## config.mk

```make
export PLATFORM = sky130hd
export DESIGN_NAME = ifu_ahb
export DESIGN_NICKNAME = d
export VERILOG_FILES = /design/src/rtl/ifu_ahb.sv
export SDC_FILE = /design/constraint.sdc
export NUM_CORES = 1
export LEC_CHECK = 0
export CAP_MARGIN = 10
export CORE_MARGIN = 1.5
export CORE_UTILIZATION = 40
export CTS_CLUSTER_DIAMETER = 100
export DETAILED_ROUTE_END_ITERATION = 10
export MAX_ROUTING_LAYER = met4
export PLACE_DENSITY = 0.63
export SETUP_SLACK_MARGIN = 0.2
export SYNTH_ARGS = -nofsm -noshare
export SYNTH_HDL_FRONTEND = slang
export SYNTH_SLANG_ARGS = --single-unit
```

## constraint.sdc

```tcl
create_clock -name clk -period 5 [get_ports clk]
set_clock_uncertainty 0.1 [all_clocks]
set_input_delay 1.5 -clock clk [delete_from_list [all_inputs] [get_ports clk]]
set_output_delay 1.5 -clock clk [all_outputs]
set_load 0.03 [all_outputs]
```

## src/rtl/ifu_ahb.sv

```systemverilog
// ifu_ahb: AHB-Lite instruction fetch unit with an IFB_DEPTH-entry fetch buffer feeding decode.
// Define IFU_AHB_PERF_EN to add the perf_fetch_cnt / perf_kill_cnt counter outputs.
module ifu_ahb #(
    parameter int NINST     = 2,
    parameter int IFB_DEPTH = 4
) (
    input  logic                clk,
    input  logic                rst,
    input  logic [31:0]         rst_vec,
    input  logic                ifu_take_jmp,
    input  logic [31:0]         ifu_jmp_addr,
    input  logic                use_out,
    output logic [NINST-1:0]    out_valid,
    output logic [32*NINST-1:0] out_inst,
    output logic [31:0]         out_addr,
    output logic                out_err,
    output logic [31:0]         imem_haddr,
    output logic [1:0]          imem_htrans,
    output logic [2:0]          imem_hsize,
    output logic [2:0]          imem_hburst,
    output logic                imem_hmastlock,
    output logic [3:0]          imem_hprot,
    output logic                imem_hwrite,
    output logic [32*NINST-1:0] imem_hwdata,
    input  logic [32*NINST-1:0] imem_hrdata,
    input  logic                imem_hready,
    input  logic                imem_hresp
`ifdef IFU_AHB_PERF_EN
    ,
    output logic [31:0]         perf_fetch_cnt,
    output logic [31:0]         perf_kill_cnt
`endif
);
    localparam int BW = 32 * NINST;
    localparam int OW = $clog2(4 * NINST);
    localparam int AW = $clog2(IFB_DEPTH);
    localparam int CW = AW + 1;
    localparam logic [31:0] STEP = 32'(4 * NINST);

    typedef enum logic {RUN, HALT} state_t;
    state_t state, state_nxt;

    logic [31:0]      r_pc, base, r_jmp_pend;
    logic             r_no_fetch, r_hold, r_err_pend, r_jmp_pend_v;
    logic             r_dp_valid, r_dp_kill;
    logic [31:0]      r_dp_addr;
    logic [NINST-1:0] r_dp_mask, lane_mask;

    logic [NINST-1:0] m_mask [IFB_DEPTH];
    logic [BW-1:0]    m_data [IFB_DEPTH];
    logic [31:0]      m_addr [IFB_DEPTH];
    logic             m_err  [IFB_DEPTH];
    logic [AW-1:0]    wr_ptr, rd_ptr;
    logic [CW-1:0]    count;

    logic fetch_en, nonseq, accept, dp_done, err_first, stalled, drop, push, pop, has;

    assign base      = {r_pc[31:OW], OW'(0)};
    assign fetch_en  = !r_no_fetch && !r_err_pend && state == RUN &&
                       (int'(count) + int'(r_dp_valid) + 1 <= IFB_DEPTH);
    assign nonseq    = !rst && (fetch_en || r_hold);
    assign accept    = nonseq && imem_hready;
    assign dp_done   = r_dp_valid && imem_hready;
    // The first cycle of an error response abandons any address we are holding.
    assign err_first = r_dp_valid && imem_hresp && !imem_hready;
    assign stalled   = nonseq && !imem_hready && !err_first;
    assign drop      = r_dp_kill || ifu_take_jmp;
    assign push      = dp_done && !drop;
    assign pop       = use_out && count != '0;
    assign has       = count != '0;

    always_comb begin
        lane_mask = '0;
        for (int i = 0; i < NINST; i++)
            lane_mask[i] = i >= int'(r_pc[OW-1:0] >> 2);
    end

    assign imem_haddr     = base;
    assign imem_htrans    = {nonseq, 1'b0};
    assign imem_hsize     = 3'(OW);
    assign imem_hburst    = 3'b000;
    assign imem_hmastlock = 1'b0;
    assign imem_hprot     = 4'b0010;
    assign imem_hwrite    = 1'b0;
    assign imem_hwdata    = '0;

    assign out_valid = has ? m_mask[rd_ptr] : '0;
    assign out_inst  = has ? m_data[rd_ptr] : '0;
    assign out_addr  = has ? m_addr[rd_ptr] : '0;
    assign out_err   = has && m_err[rd_ptr];

    always_comb begin
        state_nxt = state;
        if (ifu_take_jmp)
            state_nxt = RUN;
        else if (dp_done && imem_hresp && !r_dp_kill)
            state_nxt = HALT;
    end

    always_ff @(posedge clk) begin
        if (rst) state <= RUN;
        else     state <= state_nxt;
    end

    always_ff @(posedge clk) begin
        if (rst) begin
            r_pc         <= rst_vec;
            r_no_fetch   <= 1'b1;
            r_hold       <= 1'b0;
            r_err_pend   <= 1'b0;
            r_jmp_pend_v <= 1'b0;
            r_jmp_pend   <= '0;
            r_dp_valid   <= 1'b0;
            r_dp_kill    <= 1'b0;
            r_dp_addr    <= '0;
            r_dp_mask    <= '0;
        end else begin
            r_no_fetch <= 1'b0;
            r_hold     <= stalled;
            r_err_pend <= err_first || (r_err_pend && !dp_done);
            if (accept)
                r_pc <= ifu_take_jmp ? ifu_jmp_addr : r_jmp_pend_v ? r_jmp_pend : base + STEP;
            else if (ifu_take_jmp && !stalled)
                r_pc <= ifu_jmp_addr;
            else if (err_first && r_jmp_pend_v)
                r_pc <= r_jmp_pend;
            // A jump that arrives while an address is held waits for that transfer to finish.
            if (ifu_take_jmp && stalled) begin
                r_jmp_pend_v <= 1'b1;
                r_jmp_pend   <= ifu_jmp_addr;
            end else if (accept || err_first) begin
                r_jmp_pend_v <= 1'b0;
            end
            if (accept) begin
                r_dp_valid <= 1'b1;
                r_dp_addr  <= base;
                r_dp_mask  <= lane_mask;
                r_dp_kill  <= ifu_take_jmp || r_jmp_pend_v;
            end else if (dp_done) begin
                r_dp_valid <= 1'b0;
                r_dp_kill  <= 1'b0;
            end else if (ifu_take_jmp) begin
                r_dp_kill  <= 1'b1;
            end
        end
    end

    always_ff @(posedge clk) begin
        if (rst || ifu_take_jmp) begin
            wr_ptr <= '0;
            rd_ptr <= '0;
            count  <= '0;
        end else begin
            if (push) wr_ptr <= wr_ptr + AW'(1);
            if (pop)  rd_ptr <= rd_ptr + AW'(1);
            count <= count + CW'(push) - CW'(pop);
        end
    end

    always_ff @(posedge clk) begin
        if (push) begin
            m_mask[wr_ptr] <= imem_hresp ? '0 : r_dp_mask;
            m_data[wr_ptr] <= imem_hrdata;
            m_addr[wr_ptr] <= r_dp_addr;
            m_err[wr_ptr]  <= imem_hresp;
        end
    end

`ifdef IFU_AHB_PERF_EN
    always_ff @(posedge clk) begin
        if (rst) begin
            perf_fetch_cnt <= '0;
            perf_kill_cnt  <= '0;
        end else begin
            if (accept)          perf_fetch_cnt <= perf_fetch_cnt + 32'd1;
            if (dp_done && drop) perf_kill_cnt  <= perf_kill_cnt + 32'd1;
        end
    end
`endif
endmodule

```

## Word level (Yosys, flattened, before mapping)

Memory sizes are Yosys's and may differ from the RTL's. A register that Yosys moved wholly into a read port is not among the register bits.
Index checks and enable logic that the tools add are counted.

| storage, ports and cells | value |
|---|---|
| register bits | 109 |
| bits in latches | 0 |
| bits in writable memories | 384 |
| memory bits (read-only) | 0 |
| input port bits | 134 |
| word-level logic and storage cells | 97 |
| memories | 4 |

| cells by class | value |
|---|---|
| add/sub/neg operators | 7 |
| multiply operators | 0 |
| divide/modulo/power cells | 0 |
| magnitude comparators | 3 |
| equal/unequal tests | 0 |
| shifts and indexed selects | 0 |
| multiplexer cells | 28 |
| bitwise operators | 1 |
| reductions and logical operators | 40 |

Memories:

| memory | depth | width | read ports | clocked after memory_dff | wr ports | RTL line | RTL |
|---|---|---|---|---|---|---|---|
| m_data | 4 | 64 | 1 | 1 | 1 | 50 | `logic [BW-1:0] m_data [IFB_DEPTH];` |
| m_addr | 4 | 29 | 1 | 1 | 1 | 51 | `logic [31:0] m_addr [IFB_DEPTH];` |
| m_mask | 4 | 2 | 1 | 1 | 1 | 49 | `logic [NINST-1:0] m_mask [IFB_DEPTH];` |
| m_err | 4 | 1 | 1 | 1 | 1 | 52 | `logic m_err [IFB_DEPTH];` |

Operators by type and width:

| kind | number |
|---|---|
| $mux 32 | 7 |
| $mux 64 | 1 |
| $add 32x4->32 const B | 1 |
| $mux 2 | 10 |
| $logic_and 1x1->1 | 19 |
| $mux 1 | 10 |
| $logic_not 1->1 | 9 |
| $logic_or 1x1->1 | 6 |
| $reduce_bool 3->1 | 2 |
| $add 4x1->5 const B | 1 |
| $le 5x3->1 const B | 1 |
| $add 2x1->2 const B | 2 |
| $add 3x1->4 | 1 |
| $reduce_bool 2->1 | 2 |
| $reduce_bool 4->1 | 1 |
| $add 3x1->3 | 1 |
| $sub 3x1->3 | 1 |
| $ge 1x1->1 const A | 2 |
| $reduce_or 2->1 | 1 |
| $not 1->1 | 1 |

## Depth between registers and ports, before layout

| depth | value |
|---|---|
| depth in word-level cells | 13 |
| mapped depth | 12 |
| depth with buffers taken out | 10 |

## Worst setup path after synthesis

No wires, ideal clock.

| timing | value |
|---|---|
| path type | input to register |
| start point | in ifu_take_jmp |
| end point | mem m_addr[1][0] in the netlist's numbering, enable pin |
| setup time | 0.466 ns |
| data arrival time | 4.570 ns |
| required time | 4.434 ns |
| setup slack | -0.136 ns |
| cell stages on the path | 4 |
| path buffers | 2 |
| path through | clkbuf_1 > buf_1 > nor3_1 > and2_1 |

| on the way | value |
|---|---|
| longest elaborated chain between the ends | 5 |

RTL lines:

| item | RTL line | RTL |
|---|---|---|
| start, declared | 10 | `input logic ifu_take_jmp,` |
| $logic_or 1x1->1 | 67 | `assign drop = r_dp_kill \|\| ifu_take_jmp;` |
| $logic_not 1->1 | 68 | `assign push = dp_done && !drop;` |
| $logic_and 1x1->1 | 68 |  |
| $mux 1 | 161 | `if (push) begin` |
| $mux 1 (not written as such) | 164 | `m_addr[wr_ptr] <= r_dp_addr;` |
| end, declared | 51 |  |

No other way between the ends.

## Worst setup path after layout

| timing | value |
|---|---|
| start point | reg r_dp_valid |
| end point | out imem_htrans[1] |

| on the way | value |
|---|---|
| longest elaborated chain between the ends | 6 |

RTL lines:

| item | RTL line | RTL |
|---|---|---|
| start, declared | 45 | `logic r_dp_valid, r_dp_kill;` |
| start signal, assigned | 113 | `r_dp_valid <= 1'b0;` |
| start signal, assigned | 135 | `r_dp_valid <= 1'b1;` |
| start signal, assigned | 140 | `r_dp_valid <= 1'b0;` |
| $add 3x1->4 | 60 | `(int'(count) + int'(r_dp_valid) + 1 <= IFB_DEPTH);` |
| $add 4x1->5 | 60 |  |
| $le 5x3->1 | 60 |  |
| $logic_and 1x1->1 | 59 | `assign fetch_en = !r_no_fetch && !r_err_pend && state == RUN &&` |
| $logic_or 1x1->1 | 61 | `assign nonseq = !rst && (fetch_en \|\| r_hold);` |
| $logic_and 1x1->1 | 61 |  |
| end, declared | 18 | `output logic [1:0] imem_htrans,` |

No other way between the ends.

==> results.sh <==
export IMPL_rows=83
export IMPL_maxCapViolCount=0
export IMPL_period_share=0.888
export IMPL_numPortBuffers=255
export IMPL_maxUsedRoutingLayer="met4"
export IMPL_core_area_mm2=0.0517
export IMPL_dr_pass1_iters=5
export IMPL_startpoint_type="flip-flop"
export IMPL_required_ns=3.40
export IMPL_finalPower_mw=9.27
export IMPL_cts_sinks=491
export IMPL_grt_pass1_vias=12100
export IMPL_cts_resized_gates=0
export IMPL_yosysUniqueCellTypes=56
export IMPL_io_pins=343
export IMPL_crit_path_end_kind="output port"
export IMPL_postCtsHoldBufs=0
export IMPL_clk_pin_slew_worst_paths_ns=0.06
export IMPL_min_period_ns=4.44
export IMPL_area_growth_pct=22.6
export IMPL_synth_area_leaders="edfxtp_1 (59%), mux4_2 (10%), dfxtp_1 (7.3%)"
export IMPL_start_util=0.407
export IMPL_setup_violations=0
export IMPL_synth_top_flop_cell="edfxtp_1"
export IMPL_grt_setup_unrepaired="false"
export IMPL_wl_um=47100
export IMPL_worstSetupPathType="flip-flop to output port"
export IMPL_dpl_instance_area_mm2=0.0241
export IMPL_r2r_setup_slack_ns=1.89
export IMPL_max_slew_margin=0.336
export IMPL_power_density_mw_per_mm2=359
export IMPL_min_path_type="flip-flop to flip-flop"
export IMPL_p_leak_nw=8.74
export IMPL_dp_final_hpwl_um=30000
export IMPL_drt_antenna_violating_nets=0
export IMPL_wl_per_cell_um=20.1
export IMPL_fmax_mhz=225
export IMPL_clock_latency_ns=0.57
export IMPL_design_die_area_mm2=0.0540
export IMPL_gp_congestion=0.825
export IMPL_grt_max_degree=98
export IMPL_async_flop_share=0
export IMPL_fp_dieW_um=232
export IMPL_grtUsageTotal=0.180
export IMPL_seq_area_frac_synth=0.664
export IMPL_tightest_slew_ns=0.992
export IMPL_synth_top_cell_area_share=0.590
export IMPL_status="finished, final reports clean"
export IMPL_syn_area_mm2=0.0211
export IMPL_whs_ns=0.330
export IMPL_cts_setup_buffers=0
export IMPL_ys_ff_latch=491
export IMPL_synthesis_instances=1390
export IMPL_slew_viol_final=0
export IMPL_num_vias=12000
export IMPL_max_vdd_ir_drop_v=0.000220
export IMPL_overflow=0
export IMPL_htreeDepth=2
export IMPL_final_nets=1771
export IMPL_grt_pass1_wl_um=71800
export IMPL_synth_edf_count=414
export IMPL_cts_root_buf="clkbuf_16"
export IMPL_drt_iter0_markers=752
export IMPL_die_h_um=232
export IMPL_crit_arrival_ns=2.84
export IMPL_crit_fanout=5
export IMPL_hold_viol=0
export IMPL_tns_ns=0
export IMPL_design_area_mm2=0.0258
export IMPL_met3WireLength_um=3400
export IMPL_remaining_drc_errors=0
export IMPL_antenna_found_initial=2
export IMPL_avgViaCountPerCell=5.11
export IMPL_ys_warnings_count=0
export IMPL_cts_buffers=51
export IMPL_wl_met1_um=20300
export IMPL_layout_drive_gt1_share=0.141
export IMPL_cts_buffer_depth=3
export IMPL_synth_top_cell_by_area="edfxtp_1"
export IMPL_cts_tree="yes"
export IMPL_wl_met2_um=22400
export IMPL_synth_avg_cell_area_um2=15.1
[critical path, stage by stage (launching register included)]
cell and delay (ns):
dfxtp_1 0.38, inv_1 0.06, ha_1 0.22, inv_1 0.06
ha_1 0.21, nor2b_1 0.14, o221a_2 0.30, nor2_1 0.11
nor2_1 0.11, clkdlybuf4s50_1 0.68
[worst paths after layout]
path,depth (start not counted),to,startpoint
worst min register to register,1,r_dp_mask[0],r_pc[2]
worst max-delay path,9,imem_htrans[1],r_dp_valid
worst max register to register,10,r_pc[17],r_dp_valid
worst min-delay path,1,r_dp_mask[0],r_pc[2]
[stage by stage]
stage           util  instances  setup slack [ns]
6_report       0.499       2347             0.559
4_1_cts        0.499       2345             0.501
3_5_place_dp   0.466       2253             0.855
2_1_floorplan      -       1471             0.845
3_3_place_gp   0.466       2253             0.863
5_1_grt        0.499       2347             0.427
[cell usage in the layout, fill, tap and decap left out, types with 11 or more instances in the layout]
| cell | n |
|---|---|
| clkbuf_16 | 53 |
| xnor2_1 | 17 |
| xor2_1 | 14 |
| nor2_1 | 64 |
| buf_12 | 17 |
| inv_1 | 28 |
| nand4_1 | 11 |
| a211oi_1 | 12 |
| conb_1 | 83 |
| clkdlybuf4s50_1 | 254 |
| nor2b_1 | 103 |
| nand3b_1 | 31 |
| a21oi_1 | 33 |
| mux2i_1 | 34 |
| dfxtp_1 | 74 |
| edfxtp_1 | 414 |
| buf_4 | 18 |
| nand2_1 | 115 |
| o21ai_0 | 28 |
| mux4_2 | 96 |
[cells in the mapped netlist (5+ instances only)]
master / n
o21ai_0: 28
nand3_1: 10
mux4_2: 96
mux2_2: 8
edfxtp_1: 414
ha_1: 10
mux2i_1: 34
a221o_1: 10
nor4_1: 6
nor3_1: 11
clkbuf_1: 51
nand2_1: 115
nor2b_1: 103
nor2_1: 64
dfxtp_1: 77
buf_4: 113
a21oi_1: 33
and2_1: 7
a211oi_1: 12
o211ai_1: 7
nand4_1: 11
xnor2_1: 17
buf_2: 20
inv_1: 28
nand3b_1: 31
xor2_1: 14
o31ai_1: 5
[routing by layer]
metal / vias up / global-route usage
met5: - / -
met4: 0 / 0.0481
met3: 73 / 0.0379
met2: 409 / 0.282
met1: 5998 / 0.239
li1: 5509 / -
[final cells by class]
cell class / count / area (um^2)
diodes: 2 / 5.00
clock buffers: 65 / 1390
clock inverters: 27 / 304
fillers: 4391 / 25900
inverters: 28 / 105
multi-input cells: 764 / 6150
flip-flops and latches: 491 / 14000
well taps: 680 / 851
repair buffers: 290 / 3020
[registers in the layout, summed over array words and instances, names as in the netlist, 3 cells and up, named ones only]
register,flops
count,3
r_dp_addr,29
r_pc,30
m_data,256
m_addr,116
m_mask,8
r_jmp_pend,30
m_err,4
[cell families (layout without fill, tap and decap cells)]
family | count (synthesis) | in the layout | synth area share
mux | 138 | 138 | 0.123
simple gates | 371 | 371 | 0.0908
xor+xnor | 31 | 31 | 0.0129
buf+inv | 216 | 410 | 0.0598
flops | 491 | 491 | 0.664
fa+ha+maj | 11 | 11 | 0.00689
compound gates | 130 | 130 | 0.0425
other cells | 2 | 85 | 0.000357
[power breakdown]
group,leakage (nW),internal [mW],total (mW),switching [mW]
combinational,3.45,0.328,0.807,0.479
sequential,4.46,4.54,4.65,0.116
clock,0.823,2.28,3.81,1.53
total,8.74,7.14,9.27,2.13
Power figures use the tool's default switching activity.
